## src/rtl/decode_ctrl_stage_pkg.sv

```systemverilog
// Shared types and constants for the registered decode stage.
// Holds the opcode/funct7 constants, the control-bundle field enums, the
// dec_ctrl_t bundle with its NOP value, the skid-buffer state type and
// funct3-to-operation helpers used by the combinational decoder.
package decode_ctrl_stage_pkg;

  localparam logic [6:0] OPCODE_LUI    = 7'b0110111;
  localparam logic [6:0] OPCODE_AUIPC  = 7'b0010111;
  localparam logic [6:0] OPCODE_JAL    = 7'b1101111;
  localparam logic [6:0] OPCODE_JALR   = 7'b1100111;
  localparam logic [6:0] OPCODE_BRANCH = 7'b1100011;
  localparam logic [6:0] OPCODE_LOAD   = 7'b0000011;
  localparam logic [6:0] OPCODE_STORE  = 7'b0100011;
  localparam logic [6:0] OPCODE_ALUIMM = 7'b0010011;
  localparam logic [6:0] OPCODE_ALUREG = 7'b0110011;
  localparam logic [6:0] OPCODE_FENCE  = 7'b0001111;
  localparam logic [6:0] OPCODE_SYSTEM = 7'b1110011;

  localparam logic [6:0] FUNCT7_BASE   = 7'b0000000;
  localparam logic [6:0] FUNCT7_ALT    = 7'b0100000;
  localparam logic [6:0] FUNCT7_MULDIV = 7'b0000001;

  typedef enum logic [4:0] {
    ALU_ADD, ALU_SUB, ALU_SLL, ALU_SLT, ALU_SLTU, ALU_XOR, ALU_SRL, ALU_SRA,
    ALU_OR, ALU_AND, ALU_PASS_B, ALU_BEQ, ALU_BNE, ALU_BLT, ALU_BGE, ALU_BLTU,
    ALU_BGEU, ALU_MUL, ALU_MULH, ALU_MULHSU, ALU_MULHU, ALU_DIV, ALU_DIVU,
    ALU_REM, ALU_REMU
  } ex_func_t;

  typedef enum logic {RS1_VALUE, PC_VALUE}  rs1_sel_t;
  typedef enum logic {RS2_VALUE, IMM_VALUE} rs2_sel_t;
  typedef enum logic [1:0] {WB_SRC_ALU, WB_SRC_MEM, WB_SRC_PC_4} wb_source_type;
  typedef enum logic [1:0] {PC_SRC_NONE, PC_SRC_PC_IMM, PC_SRC_ALU} wb_pc_source_type;

  typedef struct packed {
    ex_func_t         ex_func;
    rs1_sel_t         rs1_sel;
    rs2_sel_t         rs2_sel;
    logic             memwrite_en;
    logic             memread_en;
    logic             branch;
    logic             jmp;
    logic             wb_en;
    wb_source_type    wb_src;
    wb_pc_source_type wb_pc_src;
    logic [4:0]       rd;
    logic [4:0]       rs1;
    logic [4:0]       rs2;
    logic [2:0]       funct3;
  } dec_ctrl_t;

  localparam dec_ctrl_t DEC_CTRL_NOP = '{
    ex_func: ALU_ADD, rs1_sel: RS1_VALUE, rs2_sel: RS2_VALUE,
    memwrite_en: 1'b0, memread_en: 1'b0, branch: 1'b0, jmp: 1'b0, wb_en: 1'b0,
    wb_src: WB_SRC_ALU, wb_pc_src: PC_SRC_NONE,
    rd: 5'd0, rs1: 5'd0, rs2: 5'd0, funct3: 3'd0
  };

  typedef enum logic [1:0] {BUF_EMPTY, BUF_ONE, BUF_FULL} buf_state_t;

  function automatic ex_func_t base_alu_op(input logic [2:0] f3);
    case (f3)
      3'd0:    return ALU_ADD;
      3'd1:    return ALU_SLL;
      3'd2:    return ALU_SLT;
      3'd3:    return ALU_SLTU;
      3'd4:    return ALU_XOR;
      3'd5:    return ALU_SRL;
      3'd6:    return ALU_OR;
      default: return ALU_AND;
    endcase
  endfunction

  function automatic ex_func_t muldiv_op(input logic [2:0] f3);
    case (f3)
      3'd0:    return ALU_MUL;
      3'd1:    return ALU_MULH;
      3'd2:    return ALU_MULHSU;
      3'd3:    return ALU_MULHU;
      3'd4:    return ALU_DIV;
      3'd5:    return ALU_DIVU;
      3'd6:    return ALU_REM;
      default: return ALU_REMU;
    endcase
  endfunction

endpackage

```

## src/rtl/decode_ctrl_stage_dec_ctrl_comb.sv

```systemverilog
// Pure combinational instruction decoder.
// Ports: instr (raw 32-bit instruction) in; ctrl (decoded bundle) and
// illegal (encoding not recognised) out. M_EXT_EN enables MUL/DIV decode.
// Illegal encodings collapse to the NOP bundle; the register index and
// funct3 fields always carry the raw instruction bits.
module dec_ctrl_comb
  import decode_ctrl_stage_pkg::*;
#(
  parameter bit M_EXT_EN = 1'b0
) (
  input  logic [31:0] instr,
  output dec_ctrl_t   ctrl,
  output logic        illegal
);

  logic [6:0] opcode;
  logic [2:0] funct3;
  logic [6:0] funct7;
  logic       ill;

  assign opcode = instr[6:0];
  assign funct3 = instr[14:12];
  assign funct7 = instr[31:25];

  always_comb begin
    ctrl = DEC_CTRL_NOP;
    ill  = 1'b0;
    case (opcode)
      OPCODE_LUI: begin
        ctrl.ex_func = ALU_PASS_B;
        ctrl.rs2_sel = IMM_VALUE;
        ctrl.wb_en   = 1'b1;
      end
      OPCODE_AUIPC: begin
        ctrl.rs1_sel = PC_VALUE;
        ctrl.rs2_sel = IMM_VALUE;
        ctrl.wb_en   = 1'b1;
      end
      OPCODE_JAL: begin
        ctrl.rs1_sel   = PC_VALUE;
        ctrl.rs2_sel   = IMM_VALUE;
        ctrl.jmp       = 1'b1;
        ctrl.wb_en     = 1'b1;
        ctrl.wb_src    = WB_SRC_PC_4;
        ctrl.wb_pc_src = PC_SRC_PC_IMM;
      end
      OPCODE_JALR: begin
        ill            = (funct3 != 3'd0);
        ctrl.rs2_sel   = IMM_VALUE;
        ctrl.jmp       = 1'b1;
        ctrl.wb_en     = 1'b1;
        ctrl.wb_src    = WB_SRC_PC_4;
        ctrl.wb_pc_src = PC_SRC_ALU;
      end
      OPCODE_BRANCH: begin
        ctrl.branch    = 1'b1;
        ctrl.wb_pc_src = PC_SRC_PC_IMM;
        case (funct3)
          3'd0:    ctrl.ex_func = ALU_BEQ;
          3'd1:    ctrl.ex_func = ALU_BNE;
          3'd4:    ctrl.ex_func = ALU_BLT;
          3'd5:    ctrl.ex_func = ALU_BGE;
          3'd6:    ctrl.ex_func = ALU_BLTU;
          3'd7:    ctrl.ex_func = ALU_BGEU;
          default: ill = 1'b1;
        endcase
      end
      OPCODE_LOAD: begin
        ill             = (funct3 == 3'd3) || (funct3 >= 3'd6);
        ctrl.rs2_sel    = IMM_VALUE;
        ctrl.memread_en = 1'b1;
        ctrl.wb_en      = 1'b1;
        ctrl.wb_src     = WB_SRC_MEM;
      end
      OPCODE_STORE: begin
        ill              = (funct3 >= 3'd3);
        ctrl.rs2_sel     = IMM_VALUE;
        ctrl.memwrite_en = 1'b1;
      end
      OPCODE_ALUIMM: begin
        ctrl.rs2_sel = IMM_VALUE;
        ctrl.wb_en   = 1'b1;
        ctrl.ex_func = base_alu_op(funct3);
        // Only the shift immediates use funct7; other funct3 values carry imm bits there.
        if (funct3 == 3'd1) begin
          ill = (funct7 != FUNCT7_BASE);
        end else if (funct3 == 3'd5) begin
          if (funct7 == FUNCT7_ALT) ctrl.ex_func = ALU_SRA;
          else if (funct7 != FUNCT7_BASE) ill = 1'b1;
        end
      end
      OPCODE_ALUREG: begin
        ctrl.wb_en = 1'b1;
        if (funct7 == FUNCT7_BASE) begin
          ctrl.ex_func = base_alu_op(funct3);
        end else if (funct7 == FUNCT7_ALT) begin
          if (funct3 == 3'd0) ctrl.ex_func = ALU_SUB;
          else if (funct3 == 3'd5) ctrl.ex_func = ALU_SRA;
          else ill = 1'b1;
        end else if (funct7 == FUNCT7_MULDIV && M_EXT_EN) begin
          ctrl.ex_func = muldiv_op(funct3);
        end else begin
          ill = 1'b1;
        end
      end
      OPCODE_FENCE, OPCODE_SYSTEM: ;
      default: ill = 1'b1;
    endcase

    if (ill) ctrl = DEC_CTRL_NOP;
    ctrl.rd     = instr[11:7];
    ctrl.rs1    = instr[19:15];
    ctrl.rs2    = instr[24:20];
    ctrl.funct3 = funct3;
    if (ctrl.rd == 5'd0) ctrl.wb_en = 1'b0;
    illegal = ill;
  end

endmodule

```

## src/rtl/decode_ctrl_stage.sv

```systemverilog
// Registered decode stage: decodes instr_i/pc_i on accept and holds the
// result in a skid buffer of up to two entries in front of execute.
// Ports: clk_i, rst_ni (async, active low); in_valid_i/in_ready_o with
// instr_i and pc_i; flush_i drops everything; out_valid_o/out_ready_i with
// ctrl_o, pc_o and illegal_o describing the head entry.
//
// state     | meaning
// BUF_EMPTY | no entry held, output invalid
// BUF_ONE   | head entry valid, skid slot free
// BUF_FULL  | head and skid entries valid, input stalled
module decode_ctrl_stage
  import decode_ctrl_stage_pkg::*;
#(
  parameter int XLEN       = 32,
  parameter int M_EXT_EN   = 0,
  parameter int SKID_DEPTH = 2
) (
  input  logic            clk_i,
  input  logic            rst_ni,
  input  logic            in_valid_i,
  output logic            in_ready_o,
  input  logic [31:0]     instr_i,
  input  logic [XLEN-1:0] pc_i,
  input  logic            flush_i,
  output logic            out_valid_o,
  input  logic            out_ready_i,
  output dec_ctrl_t       ctrl_o,
  output logic [XLEN-1:0] pc_o,
  output logic            illegal_o
);

  buf_state_t      state_q, state_d;
  dec_ctrl_t       dec_ctrl, head_ctrl_q, skid_ctrl_q;
  logic            dec_illegal, head_ill_q, skid_ill_q;
  logic [XLEN-1:0] head_pc_q, skid_pc_q;
  logic            ready_q, accept, pop;
  logic            load_head_in, load_head_skid, load_skid;

  dec_ctrl_comb #(.M_EXT_EN(M_EXT_EN != 0)) u_dec (
    .instr   (instr_i),
    .ctrl    (dec_ctrl),
    .illegal (dec_illegal)
  );

  // Single-entry build trades the registered ready for a pass-through on out_ready_i.
  assign in_ready_o  = (SKID_DEPTH == 1) ? ((state_q == BUF_EMPTY) || out_ready_i) : ready_q;
  assign out_valid_o = (state_q != BUF_EMPTY);
  assign accept      = in_valid_i && in_ready_o;
  assign pop         = out_valid_o && out_ready_i;
  assign ctrl_o      = head_ctrl_q;
  assign pc_o        = head_pc_q;
  assign illegal_o   = out_valid_o && head_ill_q;

  always_comb begin
    state_d        = state_q;
    load_head_in   = 1'b0;
    load_head_skid = 1'b0;
    load_skid      = 1'b0;
    if (flush_i) begin
      state_d = BUF_EMPTY;
    end else begin
      case (state_q)
        BUF_EMPTY: if (accept) begin
          state_d      = BUF_ONE;
          load_head_in = 1'b1;
        end
        BUF_ONE: begin
          if (accept && pop) begin
            load_head_in = 1'b1;
          end else if (accept) begin
            state_d   = BUF_FULL;
            load_skid = 1'b1;
          end else if (pop) begin
            state_d = BUF_EMPTY;
          end
        end
        BUF_FULL: if (pop) begin
          state_d        = BUF_ONE;
          load_head_skid = 1'b1;
        end
        default: state_d = BUF_EMPTY;
      endcase
    end
  end

  always_ff @(posedge clk_i or negedge rst_ni) begin
    if (!rst_ni) begin
      state_q <= BUF_EMPTY;
      ready_q <= 1'b1;
    end else begin
      state_q <= state_d;
      ready_q <= (state_d != BUF_FULL);
    end
  end

  always_ff @(posedge clk_i or negedge rst_ni) begin
    if (!rst_ni) begin
      head_ctrl_q <= DEC_CTRL_NOP;
      head_pc_q   <= '0;
      head_ill_q  <= 1'b0;
      skid_ctrl_q <= DEC_CTRL_NOP;
      skid_pc_q   <= '0;
      skid_ill_q  <= 1'b0;
    end else begin
      if (load_head_in) begin
        head_ctrl_q <= dec_ctrl;
        head_pc_q   <= pc_i;
        head_ill_q  <= dec_illegal;
      end else if (load_head_skid) begin
        head_ctrl_q <= skid_ctrl_q;
        head_pc_q   <= skid_pc_q;
        head_ill_q  <= skid_ill_q;
      end
      if (load_skid) begin
        skid_ctrl_q <= dec_ctrl;
        skid_pc_q   <= pc_i;
        skid_ill_q  <= dec_illegal;
      end
    end
  end

endmodule

```

## config.mk

```make
export PLATFORM = sky130hd
export DESIGN_NAME = decode_ctrl_stage
export DESIGN_NICKNAME = d
export VERILOG_FILES = /design/src/rtl/decode_ctrl_stage_pkg.sv /design/src/rtl/decode_ctrl_stage_dec_ctrl_comb.sv /design/src/rtl/decode_ctrl_stage.sv
export SDC_FILE = /design/constraint.sdc
export NUM_CORES = 1
export LEC_CHECK = 0
export ABC_AREA = 1
export CAP_MARGIN = 20
export CORE_ASPECT_RATIO = 2
export CORE_MARGIN = 8
export CORE_UTILIZATION = 58
export CTS_BUF_LIST = sky130_fd_sc_hd__clkbuf_8
export CTS_CLUSTER_DIAMETER = 50
export DETAILED_ROUTE_END_ITERATION = 8
export PLACE_DENSITY_LB_ADDON = 0.25
export SLEW_MARGIN = 20
export SYNTH_ARGS = -nofsm -noshare
export SYNTH_HDL_FRONTEND = slang
export SYNTH_HIERARCHICAL = 1
export SYNTH_SLANG_ARGS = --single-unit
```

## constraint.sdc

```tcl
create_clock -name clk_i -period 2.34 [get_ports clk_i]
set_input_delay 0.234 -clock clk_i [delete_from_list [all_inputs] [get_ports clk_i]]
set_output_delay 0.234 -clock clk_i [all_outputs]
set_load 0.1 [all_outputs]
```

==> run metrics <==
TNS Setup=0 ps; Hold/Removal Path Class=in -> async; WL final=19,570 um; Min Clock Period, post-route=1939 ps; largest stage delay on the critical path=620 ps; crit path DAT=2300 ps; Pint=4.537 mW; FF+latch count, synth=137; Clk pwr share=28.1%; DIE AREA=15,700 um2; post-DR wirelength/cell=17.75 um; Ant. Diodes=0; area delta synth->final=23.17%; die width=92.69 um; Pwr Density=883.8 nW/um2; H-tree lvl count=4; final non-filler cell total=1,103; Post-Syn Nets=913; DRC viols=0; largest net degree at the start of global routing=72; # fillers=914; post-route worst setup slack=401.2 ps; DRT Pass-1 Iters=5; post-route clock period utilization=82.86%; Final Hold Viols=0; Final GP Congestion=1.043; Layout Skew=9.750 ps; number of CTS-inserted buffers=17; vias in the first global route=6,584; Peak Freq=0.5158 GHz; TritonCTS clock tree=built; clock root cell=clkbuf_8; Die Y=169.4 um; Core ar.=11,630 um2; RSZ-0062 raised after global routing=false; Final setup viols=0; Switching Share=38.89%; Clock transition at path regs=70 ps; met2 global-route usage=45.03%; Final nets=1,015; global-route wire length before repair=32,000 um; CP delay by family, top=simple AND/OR/NAND/NOR gates; Netlist cell types=25; multi-input logic area=2571 um2; Worst setup SP type=input port; Initial Utilization=58.65%; Slowest-stage cell, CP=clkdlybuf4s50_1; Place WS=38.18 ps; kind of end point of the critical path=register; M3 GR Usage=5.007%; peak supply drop=533.1 uV; dpl hpwl=13,650 um; sequential share of power=40.4%; Synth warnings=6; TritonCTS Sinks=137; Buf+Inv Stages, Crit Path=2; FF-to-FF setup slack=570 ps; Crit path top cell by count=nand2_1; mapped cell area=6822 um2; most frequent cells in the layout=nand2_1, nand3_1, dfrtp_1; max cap viols=0; FP Rows=56; post-route ant nets=0; Sw Pwr=2.888 mW; Crit Path Class=in -> reg; CP required=2700 ps; vias per cell=5.863; clk_lat worst skew=430 ps; Leakage Power=4.194 nW; Gates resized, CTS repair=0; setup bufs post-CTS=0; final core utilization=72.24%; Register Area=3430 um2; Initial DRC Count=413; grt met1 use=27.16%; Total GRT Usage=25.43%; Overflow after GRT=0; GRT Max-Usage Layer=met2; DR vias=6,467; fin. max-slew vios=0; placed cells=1,071; antenna violations before repair=0; clk buf depth=2; Syn Area/Cell=8.082 um2; sequential fraction of the synthesis area=50.28%; gate count after technology mapping=844; Hold-fix buffers, CTS=1; status=finished clean; layout cells sized above 1=15.24%; Slew headroom=64.08%; Min Hold Slack=309.6 ps; combinational power share=31.5%; most common cell after layout, fill and taps aside=nand2_1; Max FO, Critical Path=10; input/output buffers=137; Slew @ Worst Pin=538.8 ps; io pins=138; crit-path cells=clkdlybuf4s50_1, inv_2, nor2_4, nand2_1, nand2_1, nand2_1, nand2_1, nand2_1, nor2_2, nand3_4, nor2_1, nand4_1, nand3_1
==> flip-flops by register name, summed over array words and instances (netlist names) <==
signal	flops
ctrl_o	34
skid_ctrl_q	34
pc_o	32
skid_pc_q	32
state_q	2
head_ill_q	1
in_ready_o	1
skid_ill_q	1
==> stage by stage <==
step                      power [mW]  cell area, um2
after floorplan                4.716            6822
after global placement         5.305            7955
after detailed placement       5.378            7955
after CTS                      7.466            8402
after global routing           7.730            8402
final                          7.425            8402
==> worst register-to-register path, delay by kind of cell, from the launching register on <==
kind	cells	cell delay, ps
flops	1	540
buf+inv	3	790
simple gates	3	350
==> path summary, 6_finish.rpt <==
check / start / endpoint / depth (start not counted)
worst max-delay path: instr_i[12] / ctrl_o[21] / 13
worst min-delay path: rst_ni / skid_pc_q[24] / 2
worst max register to register: in_ready_o / pc_o[29] / 6
worst min register to register: skid_ctrl_q[18] / skid_ctrl_q[18] / 2
max in group asynchronous: rst_ni / skid_pc_q[2] / 3
min in group clk_i: pc_i[1] / skid_pc_q[1] / 3
==> power groups by stage <==
stage / clock [mW] / sequential [mW] / combinational [mW]
floorplan: 0 / 4.15 / 0.567
global placement: 0 / 3.01 / 2.29
detailed placement: 0 / 3.03 / 2.34
CTS: 2.12 / 2.99 / 2.35
global route: 2.22 / 3.04 / 2.47
finish: 2.09 / 3.00 / 2.34
==> synth_stat cells <==
cell type / number / area share, %
inv_1: 82 / 4.5
buf_4: 28 / 3.1
buf_2: 14 / 1.0
nand2_1: 196 / 11
clkbuf_1: 25 / 1.4
o21bai_1: 1 / 0.11
a21oi_1: 4 / 0.29
buf_1: 2 / 0.11
o22ai_1: 2 / 0.18
nor2_4: 4 / 0.66
nand4_1: 69 / 6.3
nand3_1: 147 / 11
nor3_1: 2 / 0.15
nand2_2: 3 / 0.28
and3_1: 1 / 0.092
nor2_1: 33 / 1.8
inv_2: 8 / 0.44
dfstp_2: 1 / 0.39
o21ai_0: 20 / 1.5
nand3_4: 2 / 0.51
dfrtp_1: 136 / 50
buf_6: 9 / 1.5
o21ai_1: 50 / 3.7
nand3_2: 2 / 0.29
nor2_2: 3 / 0.28
==> layer usage <==
metal | wire [um] | part of all wire [%]
met5 | 0 | 0
met4 | 943 | 4.8
met3 | 1166 | 6.0
met2 | 10470 | 53
met1 | 6993 | 36
==> final cells by class <==
type                    instances  area share [%]
clock buffers                  19           3.112
multi-input cells             539           30.60
inverters                      90           4.021
flip-flops and latches        137           40.82
clock inverters                12           2.085
repair buffers                161           17.20
well taps                     145           2.159
==> logic make-up after synthesis <==
| group | synth area share (%) |
|---|---|
| buffers and inverters | 12.03 |
| and+or+nand+nor | 31.97 |
| DFF | 50.28 |
| AOI/OAI and AO/OA | 5.723 |
(Power assumes the default switching activity.)
